**src/rtl/uart_pkg.sv**
```systemverilog
// Shared definitions for the UART command interfaces: default widths,
// bit-period arithmetic, assembly state encoding and command field layout.
package uart_pkg;

    localparam int DATA_WIDTH_DEF  = 8;
    localparam int CMD_PKT_LEN_DEF = 2 * DATA_WIDTH_DEF;

    // Assembly FSM encoding; two bits so the unused codes recover to IDLE.
    localparam logic [1:0] ST_IDLE    = 2'd0;
    localparam logic [1:0] ST_WAIT_LO = 2'd1;

    // Command field positions within the assembled command word.
    localparam int CMD_RW_BIT    = 15;
    localparam int CMD_ADDR_MSB  = 14;
    localparam int CMD_ADDR_LSB  = 8;
    localparam int CMD_DATA_MSB  = 7;
    localparam int CMD_DATA_LSB  = 0;

    // System clocks per line bit, truncated.
    function automatic int cycles_per_bit(input int sys_clk_freq, input int bps);
        return sys_clk_freq / bps;
    endfunction

endpackage

```
**src/rtl/uart_bit_timer.sv**
```systemverilog
// Clearable, enabled 32-bit counter with a terminal-count flag at LIMIT-1.
// Shared by the receive and transmit command interfaces.
module uart_bit_timer #(
    parameter int LIMIT = 8680
) (
    input  logic        clk,
    input  logic        rst,
    input  logic        clr,
    input  logic        en,
    output logic [31:0] count,
    output logic        tc
);

    // Count up while enabled; clear has priority.
    always_ff @(posedge clk or posedge rst) begin
        if (rst) begin
            count <= 32'd0;
        end else if (clr) begin
            count <= 32'd0;
        end else if (en) begin
            count <= count + 32'd1;
        end
    end

    // Terminal count is reached on the last cycle of the interval.
    always_comb begin
        tc = (count == 32'(LIMIT - 1));
    end

endmodule

```
**src/rtl/uart_rx_if.sv**
```systemverilog
// Receive-side command interface: pairs received bytes (high then low) into
// a command word, aborting on a bad byte or an inter-byte timeout, and hands
// the result to the consumer through a one-entry valid/ready output stage.
//
// Handshake: cmd_valid/cmd_ready; a transfer happens on any clock edge where
// both are high. While cmd_valid is high and cmd_ready is low, cmd is held.
// Reception never stalls: a packet completing into a full stage is dropped
// and flagged with overflow.
module uart_rx_if
    import uart_pkg::*;
#(
    parameter int DATA_WIDTH   = DATA_WIDTH_DEF,
    parameter int CMD_PKT_LEN  = CMD_PKT_LEN_DEF,
    parameter int BPS          = 115_200,
    parameter int SYS_CLK_FREQ = 50_000_000,
    parameter int TIMEOUT_BITS = 20
) (
    input  logic                   clk,
    input  logic                   rst,
    input  logic [DATA_WIDTH-1:0]  rx_data,
    input  logic                   rx_done,
    input  logic                   rx_err,
    output logic [CMD_PKT_LEN-1:0] cmd,
    output logic                   cmd_valid,
    input  logic                   cmd_ready,
    output logic                   busy,
    output logic                   pkt_drop,
    output logic                   timeout,
    output logic                   overflow
);

    localparam int CYCLES_PER_BIT = cycles_per_bit(SYS_CLK_FREQ, BPS);
    localparam int TIMEOUT_CYCLES = TIMEOUT_BITS * CYCLES_PER_BIT;

    logic [1:0]             state;
    logic [1:0]             state_n;
    logic [DATA_WIDTH-1:0]  hi_byte;
    logic                   hi_load;
    logic                   complete;
    logic                   drop_n;
    logic                   timeout_n;
    logic                   timer_clr;
    logic                   timer_en;
    logic                   timer_tc;
    logic [31:0]            timer_count;
    logic                   good_byte;
    logic                   bad_byte;
    logic                   xfer;

    assign good_byte = rx_done & ~rx_err;
    assign bad_byte  = rx_done &  rx_err;
    assign xfer      = cmd_valid & cmd_ready;

    uart_bit_timer #(
        .LIMIT (TIMEOUT_CYCLES)
    ) u_timer (
        .clk   (clk),
        .rst   (rst),
        .clr   (timer_clr),
        .en    (timer_en),
        .count (timer_count),
        .tc    (timer_tc)
    );

    // Assembly decisions: a received byte always takes priority over expiry.
    always_comb begin
        state_n   = state;
        hi_load   = 1'b0;
        complete  = 1'b0;
        drop_n    = 1'b0;
        timeout_n = 1'b0;
        timer_clr = 1'b0;
        timer_en  = 1'b0;
        case (state)
            ST_IDLE: begin
                if (good_byte) begin
                    hi_load   = 1'b1;
                    timer_clr = 1'b1;
                    state_n   = ST_WAIT_LO;
                end else if (bad_byte) begin
                    drop_n = 1'b1;
                end
            end
            ST_WAIT_LO: begin
                if (good_byte) begin
                    complete = 1'b1;
                    state_n  = ST_IDLE;
                end else if (bad_byte) begin
                    drop_n  = 1'b1;
                    state_n = ST_IDLE;
                end else if (timer_tc) begin
                    timeout_n = 1'b1;
                    state_n   = ST_IDLE;
                end else begin
                    timer_en = 1'b1;
                end
            end
            default: begin
                state_n = ST_IDLE;
            end
        endcase
    end

    // Assembly state, held high byte and registered busy/status pulses.
    always_ff @(posedge clk or posedge rst) begin
        if (rst) begin
            state    <= ST_IDLE;
            hi_byte  <= '0;
            busy     <= 1'b0;
            pkt_drop <= 1'b0;
            timeout  <= 1'b0;
        end else begin
            state    <= state_n;
            busy     <= (state_n == ST_WAIT_LO);
            pkt_drop <= drop_n;
            timeout  <= timeout_n;
            if (hi_load) begin
                hi_byte <= rx_data;
            end
        end
    end

    // One-entry output stage: load when empty or draining this cycle,
    // otherwise discard the new packet and flag overflow.
    always_ff @(posedge clk or posedge rst) begin
        if (rst) begin
            cmd       <= '0;
            cmd_valid <= 1'b0;
            overflow  <= 1'b0;
        end else begin
            overflow <= 1'b0;
            if (complete) begin
                if (!cmd_valid || xfer) begin
                    cmd       <= {hi_byte, rx_data};
                    cmd_valid <= 1'b1;
                end else begin
                    overflow <= 1'b1;
                end
            end else if (xfer) begin
                cmd_valid <= 1'b0;
            end
        end
    end

endmodule

```
**config.mk**
```make
export PLATFORM = sky130hd
export DESIGN_NAME = uart_rx_if
export DESIGN_NICKNAME = d
export VERILOG_FILES = /design/src/rtl/uart_pkg.sv /design/src/rtl/uart_bit_timer.sv /design/src/rtl/uart_rx_if.sv
export SDC_FILE = /design/constraint.sdc
export NUM_CORES = 1
export LEC_CHECK = 0
export ABC_AREA = 1
export CORE_MARGIN = 5
export CORE_UTILIZATION = 40
export DETAILED_ROUTE_END_ITERATION = 16
export PLACE_DENSITY = 0.71
export REMOVE_ABC_BUFFERS = 1
export SYNTH_ARGS = -nofsm -noshare
export SYNTH_HDL_FRONTEND = slang
export SYNTH_HIERARCHICAL = 1
export SYNTH_SLANG_ARGS = --single-unit
```
**constraint.sdc**
```tcl
create_clock -name clk -period 2.7 [get_ports clk]
set_input_delay 0.54 -clock clk [delete_from_list [all_inputs] [get_ports clk]]
set_output_delay 0.54 -clock clk [all_outputs]
set_load 0.01 [all_outputs]
```
==> flow_summary.yaml, run 1 <==
cts:
  cts.reportedPaths.clkPinSlew_ps: 70
  cts.path.max_buffers: 2
  cts_htree_levels: 3
  clock_latency_ps: 350
  hold_buffers: 0
  cts_tree: "built"
  clock-sinks: 63
  cts_root_buf: "clkbuf_8"
  cts_inserted_buffers: 9
  post_cts_buffers: 0
  cts_resized: 0
synth:
  async_reset_ff_share_pct: 100
  synth_top_cell_by_area: "dfrtp_1"
  synthAdderAreaFrac_pct: 0.397
  synth-edff-count: 0
  synth_xor_area_share_pct: 0.278
  yosys.area_share.simple_pct: 39.2
  syn_area_mm2: 0.00315
  synth-seq-area-share_pct: 50.0
  netlist_instances: 408
  syn_area_per_cell_um2: 7.72
  synth_top_family_by_area: "simple AND/OR/NAND/NOR gates"
  synth_top_cells_by_area: "dfrtp_1 (50%), nand2_1 (15%), nor2_1 (8.2%), nand3_1 (5.9%), a21oi_1 (3.0%)"
  yosysMostFrequentCell: "nand2_1"
  synth_ff_type: "dfrtp_1"
  ys_ff_latch: 63
  synth_cell_types: 27
  yosysTopAreaCellShare_pct: 50.0
  ys_warn_count: 6
  synthTopCellsByCount: "nand2_1 (129), nor2_1 (69), dfrtp_1 (63)"
  synth_mux_area_share_pct: 0
  synth-compound-area-share_pct: 5.04
worst_setup_path:
  crit_chain: "nor4_1 -> nand4_1 -> nor2_1 -> nor2_1 -> nor2_4 -> inv_1 -> nand3_1 -> nor2_1 -> o21ai_0 -> nor2_1"
  path_depth: 10
  crit_family: "simple AND/OR/NAND/NOR gates"
  cp.buffers_inverters: 1
  endpoint_kind: "flip-flop"
  crit_slowest_cell: "dfrtp_1"
  crit_path_frequent_cell: "nor2_1"
  cp-startpoint: "u_timer/count[27]$_DFFE_PP0P_"
  path_max_fanout: 9
  r2r_start: "u_timer/count[27]$_DFFE_PP0P_"
  cp.arrival_ps: 2550
  cp-endpoint: "u_timer/count[10]$_DFFE_PP0P_"
  critPathKind: "reg2reg"
  cp_data_required_time_ps: 2930
  cp_slowest_stage_delay_ps: 430
  start_kind: "flip-flop"
  rrSetupSlack_ps: 380
  r2r_end: "u_timer/count[10]$_DFFE_PP0P_"
  reg2reg_depth: 10
die:
  start_util_pct: 41.0
  fp.dieH_um: 98.8
  fp.coreArea_mm2: 0.00769
  ioPinCount: 34
  die_width_um: 98.8
  rows: 32
  die_area_mm2: 0.00975
final_layout:
  area_growth_pct: 20.1
  final_nets: 464
  layout-drive-gt1-share_pct: 9.67
  fin_area_mm2: 0.00379
  num_antenna_cells: 0
placed_design:
  place_hpwl_mm: 5.21
  io_buffers: 33
  gp_congestion: 0.965
  placed_area_mm2: 0.00360
  pre_cts_slack_ps: 320
drt:
  route.met2.wl_mm: 3.36
  wl_met3_um: 494
  first_iter_violations: 162
  dr.max_layer_used: "met4"
  vias: 2724
  via_per_inst: 4.89
  wl_per_cell_um: 12.8
  wl_met1_mm: 3.18
  ant_nets: 0
  drt-total-wl_mm: 7.11
  drc: 0
  drt_first_pass_iters: 4
sta:
  slew_violations: 0
  tns_ps: 0
  rsz0062_at_grt: "no"
  clock_skew_ps: 11.0
  min_period_ps: 2320
  fin_ws_ps: 378
  hold_violations: 0
  period_share_pct: 86.0
  fmax_ghz: 0.431
  setup_viol: 0
hold_path:
  hold-path-cell-count: 2
  hold_path.class: "reg2reg"
grt:
  grt_pass1_vias: 2623
  grt_overflow_total: 0
  grt_pass1_wl_mm: 12.2
  antenna_found_initial: 0
  track_usage_pct: 15.4
  grt_max_degree: 33
power:
  p_per_area_mw_per_mm2: 574
  ir_worst_vdd_mv: 0.380
  leakage_nw: 1.82
status:
  run_status: "finished, final reports clean"
job:
  drv_cap: 0
[flip-flops by register name, summed over array words and instances, names as in the netlist]
register and cells:
overflow 1, hi_byte 8, busy 1, cmd_valid 1
timeout 1, cmd 16, pkt_drop 1, state 2
u_timer/count 32
[layout by cell type (no fill, tap or decap)]
cell type,instances
nand2_1,129
nor2_1,69
dfrtp_1,63
nand3_1,37
clkdlybuf4s50_1,33
inv_1,25
a21oi_1,19
o21ai_0,11
nor2_2,9
nor3_1,9
clkbuf_8,9
nand4_1,6
buf_4,5
nor2_4,5
nand2_2,4
inv_2,3
clkinv_2,3
nor4_1,3
nand3_4,1
nor2_8,1
bufinv_16,1
clkinv_4,1
clkinvlp_4,1
clkbuf_1,1
conb_1,1
nor3_4,1
a2bb2oi_1,1
nor3b_1,1
nand3b_1,1
xnor2_1,1
ha_1,1
[cell families after synthesis]
logic type / Yosys count
XOR/XNOR: 1
adder cells (fa/ha/maj): 1
AO/OA/AOI/OAI: 31
buffers and inverters: 35
flip-flops: 63
AND/OR/NAND/NOR: 276
other: 1
[where the power goes]
| group | internal [mW] | total [mW] | switching [mW] | leakage, nW |
|---|---|---|---|---|
| Combinational | 0.158 | 0.303 | 0.145 | 0.873 |
| Clock | 0.423 | 0.790 | 0.367 | 0.0960 |
| Sequential | 1.03 | 1.08 | 0.0495 | 0.849 |
[metrics by stage]
step	utilization, %	total power [mW]	hold slack (ps)	std cells
after global routing	49.3	2.29	494	557
final	49.3	2.17	469	557
after CTS	49.3	2.21	475	557
after global placement	46.8	1.40	454	541
after floorplan	-	1.23	450	401
after detailed placement	46.8	1.41	457	541
[routing by layer]
layer | up-vias | track usage [%]
met4 | 0 | 4.41
met5 | - | 0
met3 | 8 | 5.52
met2 | 92 | 25.6
met1 | 1237 | 18.9
li1 | 1387 | -
[worst min path at each step]
| stage | endpoint | start |
|---|---|---|
| 6_report | cmd[0]$_DFFE_PP0P_ | cmd[0]$_DFFE_PP0P_ |
| 5_1_grt | cmd[12]$_DFFE_PP0P_ | cmd[12]$_DFFE_PP0P_ |
| 4_1_cts | cmd[8]$_DFFE_PP0P_ | cmd[8]$_DFFE_PP0P_ |
| 3_5_place_dp | cmd[8]$_DFFE_PP0P_ | cmd[8]$_DFFE_PP0P_ |
| 3_3_place_gp | cmd[0]$_DFFE_PP0P_ | cmd[0]$_DFFE_PP0P_ |
| 2_1_floorplan | hi_byte[0]$_DFFE_PP0P_ | hi_byte[0]$_DFFE_PP0P_ |
[worst reg2reg max path, cell delays in order, from the launching register on]
cell	delay [ps]
dfrtp_1	430
nor4_1	350
nand4_1	200
nor2_1	250
nor2_1	150
nor2_4	280
inv_1	150
nand3_1	170
nor2_1	50
o21ai_0	130
nor2_1	50
[final cells by class]
cell class | count | area, µm²
Clock buffer | 10 | 128
Fill cell | 748 | 3900
Clock inverter | 6 | 61.3
Sequential cell | 63 | 1580
Tap cell | 102 | 128
Multi-Input combinational cell | 310 | 1420
Inverter | 28 | 105
Timing Repair Buffer | 38 | 368
Note: power is estimated with default switching activity, not from simulation.
==> run 2, diff against run 1 <==
Settings changed: GPL_ROUTABILITY_DRIVEN set to 0.
==> flow_summary.yaml, run 2 (same netlist as run 1, synthesis figures left out) <==
sta:
  hold_violations: 0
  clock_skew_ps: 9.15
  fmax_ghz: 0.418
  period_share_pct: 88.6
  min_period_ps: 2390
  setup_viol: 0
  slew_violations: 0
  tns_ps: 0
  holdWs_ps: 468
  rsz0062_at_grt: "no"
  fin_ws_ps: 308
die:
  rows: 32
  ioPinCount: 34
  die_area_mm2: 0.00975
  fp.coreArea_mm2: 0.00769
  start_util_pct: 41.0
  fp.dieH_um: 98.8
  die_width_um: 98.8
job:
  drv_cap: 0
cts:
  clock-sinks: 63
  cts_root_buf: "clkbuf_8"
  post_cts_buffers: 0
  cts_resized: 0
  hold_buffers: 0
  clock_latency_ps: 340
  cts.path.max_buffers: 2
  cts_htree_levels: 3
  cts.reportedPaths.clkPinSlew_ps: 70
  cts_tree: "built"
  cts_inserted_buffers: 9
worst_setup_path:
  cp_slowest_stage_delay_ps: 400
  crit_path_frequent_cell: "nor2_1"
  r2r_start: "u_timer/count[0]$_DFFE_PP0P_"
  path_depth: 12
  cp_data_required_time_ps: 2930
  rrSetupSlack_ps: 310
  crit_family: "simple AND/OR/NAND/NOR gates"
  critPathKind: "reg2reg"
  cp.buffers_inverters: 1
  path_max_fanout: 9
  cp-startpoint: "u_timer/count[0]$_DFFE_PP0P_"
  cp.arrival_ps: 2620
  crit_chain: "ha_1 -> nand2_1 -> nor3_1 -> nand3b_1 -> nor2_1 -> nor2_1 -> nor2_4 -> inv_1 -> nand3_1 -> nor2_1 -> o21ai_0 -> nor2_1"
  endpoint_kind: "flip-flop"
  start_kind: "flip-flop"
  cp-endpoint: "u_timer/count[10]$_DFFE_PP0P_"
  crit_slowest_cell: "dfrtp_1"
  reg2reg_depth: 12
  r2r_end: "u_timer/count[10]$_DFFE_PP0P_"
placed_design:
  placed_area_mm2: 0.00360
  io_buffers: 33
  pre_cts_slack_ps: 290
  dp.cells: 541
  place_hpwl_mm: 5.26
drt:
  drt-total-wl_mm: 7.15
  wl_per_cell_um: 12.8
  ant_nets: 0
  drc: 0
  first_iter_violations: 171
  drt_first_pass_iters: 5
  via_per_inst: 4.96
  vias: 2763
final_layout:
  area_growth_pct: 21.4
  layout-drive-gt1-share_pct: 9.89
  final_cell_mix: "nand2_1 (129), nor2_1 (69), dfrtp_1 (63)"
  n_fill_cell: 737
  final_nets: 464
  final_core_util_pct: 49.8
  stdcell_count: 557
  top_regs: "u_timer/count (32), cmd (16), hi_byte (8)"
  regMostFlops: "u_timer/count"
  largest_register_ffs: 32
  fin_area_mm2: 0.00383
  num_antenna_cells: 0
  mostFrequentLayoutCell: "nand2_1"
grt:
  grt_pass1_wl_mm: 12.2
  grt_pass1_vias: 2577
  grt_overflow_total: 0
  grt_max_degree: 33
  track_usage_pct: 15.4
  antenna_found_initial: 0
hold_path:
  hold_path.class: "reg2reg"
  hold-path-cell-count: 2
  min_from: "cmd[0]$_DFFE_PP0P_"
power:
  ir_worst_vdd_mv: 0.286
  power_mw: 2.31
  leakage_nw: 1.83
  p_per_area_mw_per_mm2: 603
status:
  run_status: "finished, final reports clean"
run 2: changes by cell type in the layout (fill, tap and decap cells not counted):
cell / before / now
clkbuf_1: 1 / 0
clkbuf_8: 9 / 10
clkinv_2: 3 / 0
clkinvlp_4: 1 / 2
inv_6: 0 / 1
bufinv_16: 1 / 2
run 2: per-layer routing:
layer / share of wire [%] / global-route usage (%) / wire length, µm / up-vias
met3: 6.0 / 4.88 / 430 / 10
met5: 0 / 0 / 0 / -
met4: 1.5 / 5.57 / 105 / 0
li1: - / - / - / 1393
met1: 45 / 19.4 / 3230 / 1277
met2: 47 / 24.9 / 3390 / 83
run 2: worst min-delay path by stage:
| stage | to |
|---|---|
| 5_1_grt | cmd[9]$_DFFE_PP0P_ |
| 3_3_place_gp | cmd[0]$_DFFE_PP0P_ |
| 6_report | cmd[0]$_DFFE_PP0P_ |
| 2_1_floorplan | hi_byte[0]$_DFFE_PP0P_ |
| 4_1_cts | cmd[0]$_DFFE_PP0P_ |
| 3_5_place_dp | cmd[0]$_DFFE_PP0P_ |
run 2: where the power goes:
group / switching [mW] / leakage, nW / total (mW) / internal (mW)
Clock: 0.380 / 0.109 / 0.929 / 0.549
Sequential: 0.0488 / 0.849 / 1.08 / 1.03
Combinational: 0.144 / 0.873 / 0.302 / 0.158
Total: 0.572 / 1.83 / 2.31 / 1.74
run 2: worst reg2reg max path, stage by stage (launching register included):
cell and delay [ps]:
dfrtp_1 400, ha_1 220, nand2_1 100, nor3_1 180, nand3b_1 100, nor2_1 250, nor2_1 160, nor2_4 300
inv_1 160, nand3_1 170, nor2_1 50, o21ai_0 140, nor2_1 50
run 2: cell type report:
| type | count | area, µm² | share of cell area, % |
|---|---|---|---|
| sequential | 63 | 1580 | 41.2 |
| multi-input combinational | 310 | 1420 | 37.1 |
| timing repair buffer | 38 | 368 | 9.61 |
| clock buffer | 10 | 138 | 3.60 |
| tap | 102 | 128 | 3.33 |
| inverter | 28 | 105 | 2.75 |
| clock inverter | 6 | 92.6 | 2.42 |
==> run 3, diff against run 2 <==
Settings changed: CORE_UTILIZATION 40 to 50, DONT_BUFFER_PORTS set to 1, PLACE_DENSITY 0.71 to 0.76.
==> flow_summary.yaml, run 3 (same netlist as run 1, synthesis figures left out) <==
cts:
  cts_tree: "built"
  clock_latency_ps: 350
  hold_buffers: 0
  clock-sinks: 63
  cts.reportedPaths.clkPinSlew_ps: 90
  cts.path.max_buffers: 2
  cts_root_buf: "clkbuf_8"
  cts_resized: 0
  cts_htree_levels: 3
  post_cts_buffers: 0
  cts_inserted_buffers: 9
worst_setup_path:
  crit_path_frequent_cell: "nor2_1"
  crit_chain: "ha_1 -> nand2_1 -> nor3_1 -> nand3b_1 -> nor2_1 -> nor2_1 -> nor2_4 -> inv_1 -> nand3_1 -> nor2_1 -> o21ai_0 -> nor2_1"
  cp.arrival_ps: 2520
  start_kind: "flip-flop"
  path_max_fanout: 9
  critPathKind: "reg2reg"
  endpoint_kind: "flip-flop"
  crit_slowest_cell: "dfrtp_1"
  cp_slowest_stage_delay_ps: 390
  cp_data_required_time_ps: 2930
placed_design:
  place_hpwl_mm: 4.96
  dp.cells: 482
  io_buffers: 0
final_layout:
  regMostFlops: "u_timer/count"
  stdcell_count: 498
  num_antenna_cells: 0
  top_regs: "u_timer/count (32), cmd (16), hi_byte (8)"
  area_growth_pct: 9.69
  largest_register_ffs: 32
  mostFrequentLayoutCell: "nand2_1"
  layout-drive-gt1-share_pct: 10.5
  final_cell_mix: "nand2_1 (129), nor2_1 (69), dfrtp_1 (63)"
  final_nets: 430
sta:
  hold_violations: 0
  rsz0062_at_grt: "no"
  slew_violations: 0
  period_share_pct: 84.9
  setup_viol: 0
  min_period_ps: 2290
  tns_ps: 0
  clock_skew_ps: 11.5
  fmax_ghz: 0.436
drt:
  drt_first_pass_iters: 4
  via_per_inst: 5.25
  ant_nets: 0
  first_iter_violations: 181
  drt-total-wl_mm: 6.87
  wl_per_cell_um: 13.8
  drc: 0
  vias: 2616
power:
  ir_worst_vdd_mv: 0.469
  leakage_nw: 1.71
  power_mw: 2.19
  p_per_area_mw_per_mm2: 634
die:
  start_util_pct: 50.5
  die_width_um: 89.4
  fp.coreArea_mm2: 0.00624
  ioPinCount: 34
  rows: 29
  die_area_mm2: 0.00799
  fp.dieH_um: 89.4
status:
  run_status: "finished, final reports clean"
grt:
  antenna_found_initial: 0
  grt_pass1_vias: 2442
  grt_pass1_wl_mm: 11.4
  grt_max_degree: 33
  grt_overflow_total: 0
  track_usage_pct: 18.9
job:
  drv_cap: 0
hold_path:
  hold_path.class: "in2async"
==> run 3: final timing paths <==
check	startpoint	endpoint	slack, ps	cells after the start
min in group clk	rx_data[2]	hi_byte[2]$_DFFE_PP0P_	300	2
max in group asynchronous	rst	u_timer/count[30]$_DFFE_PP0P_	2240	2
max reg2reg	u_timer/count[0]$_DFFE_PP0P_	u_timer/count[10]$_DFFE_PP0P_	410	12
max	u_timer/count[0]$_DFFE_PP0P_	u_timer/count[10]$_DFFE_PP0P_	410	12
min	rst	cmd_valid$_DFFE_PP0P_	140	2
min reg2reg	hi_byte[6]$_DFFE_PP0P_	hi_byte[6]$_DFFE_PP0P_	480	2
==> run 3: final cells by class <==
cell class	instances	area, µm²
timing repair buffer	4	30.0
multi-input combinational	310	1420
inverter	28	105
sequential	63	1580
tap	77	96.3
clock buffer	9	124
fill	569	2780
clock inverter	7	105
==> run 3: power breakdown <==
group          switching, mW  total (mW)  internal [mW]
Sequential            0.0851        1.11           1.03
Combinational         0.0859       0.134         0.0477
Clock                  0.411       0.943          0.532
Total                  0.582        2.19           1.61
==> run 3: per-stage QoR <==
stage | area [µm²] | utilization, % | hold slack (ps) | setup WS [ps]
after floorplan | 3100 | - | 450 | 747
after global placement | 3230 | 51.7 | 464 | 574
after detailed placement | 3230 | 51.7 | 467 | 473
after CTS | 3460 | 55.4 | 140 | 440
after global routing | 3460 | 55.4 | 157 | 116
final | 3460 | 55.4 | 143 | 409
==> run 3: routing by layer <==
metal / up-vias / part of all wire, % / track usage, %
met1: 1197 / 42 / 23.8
met4: 0 / 2.4 / 8.66
met2: 90 / 47 / 29.6
met5: - / 0 / 0
li1: 1316 / - / -
met3: 13 / 8.2 / 6.18
==> run 3: worst max-delay path: cells and delay by family, from the launching register on <==
family | cells | cell delay [ps]
DFF | 1 | 390
AOI/OAI and AO/OA | 1 | 130
buffers and inverters | 1 | 150
adders and majority gates | 1 | 210
and+or+nand+nor | 9 | 1280
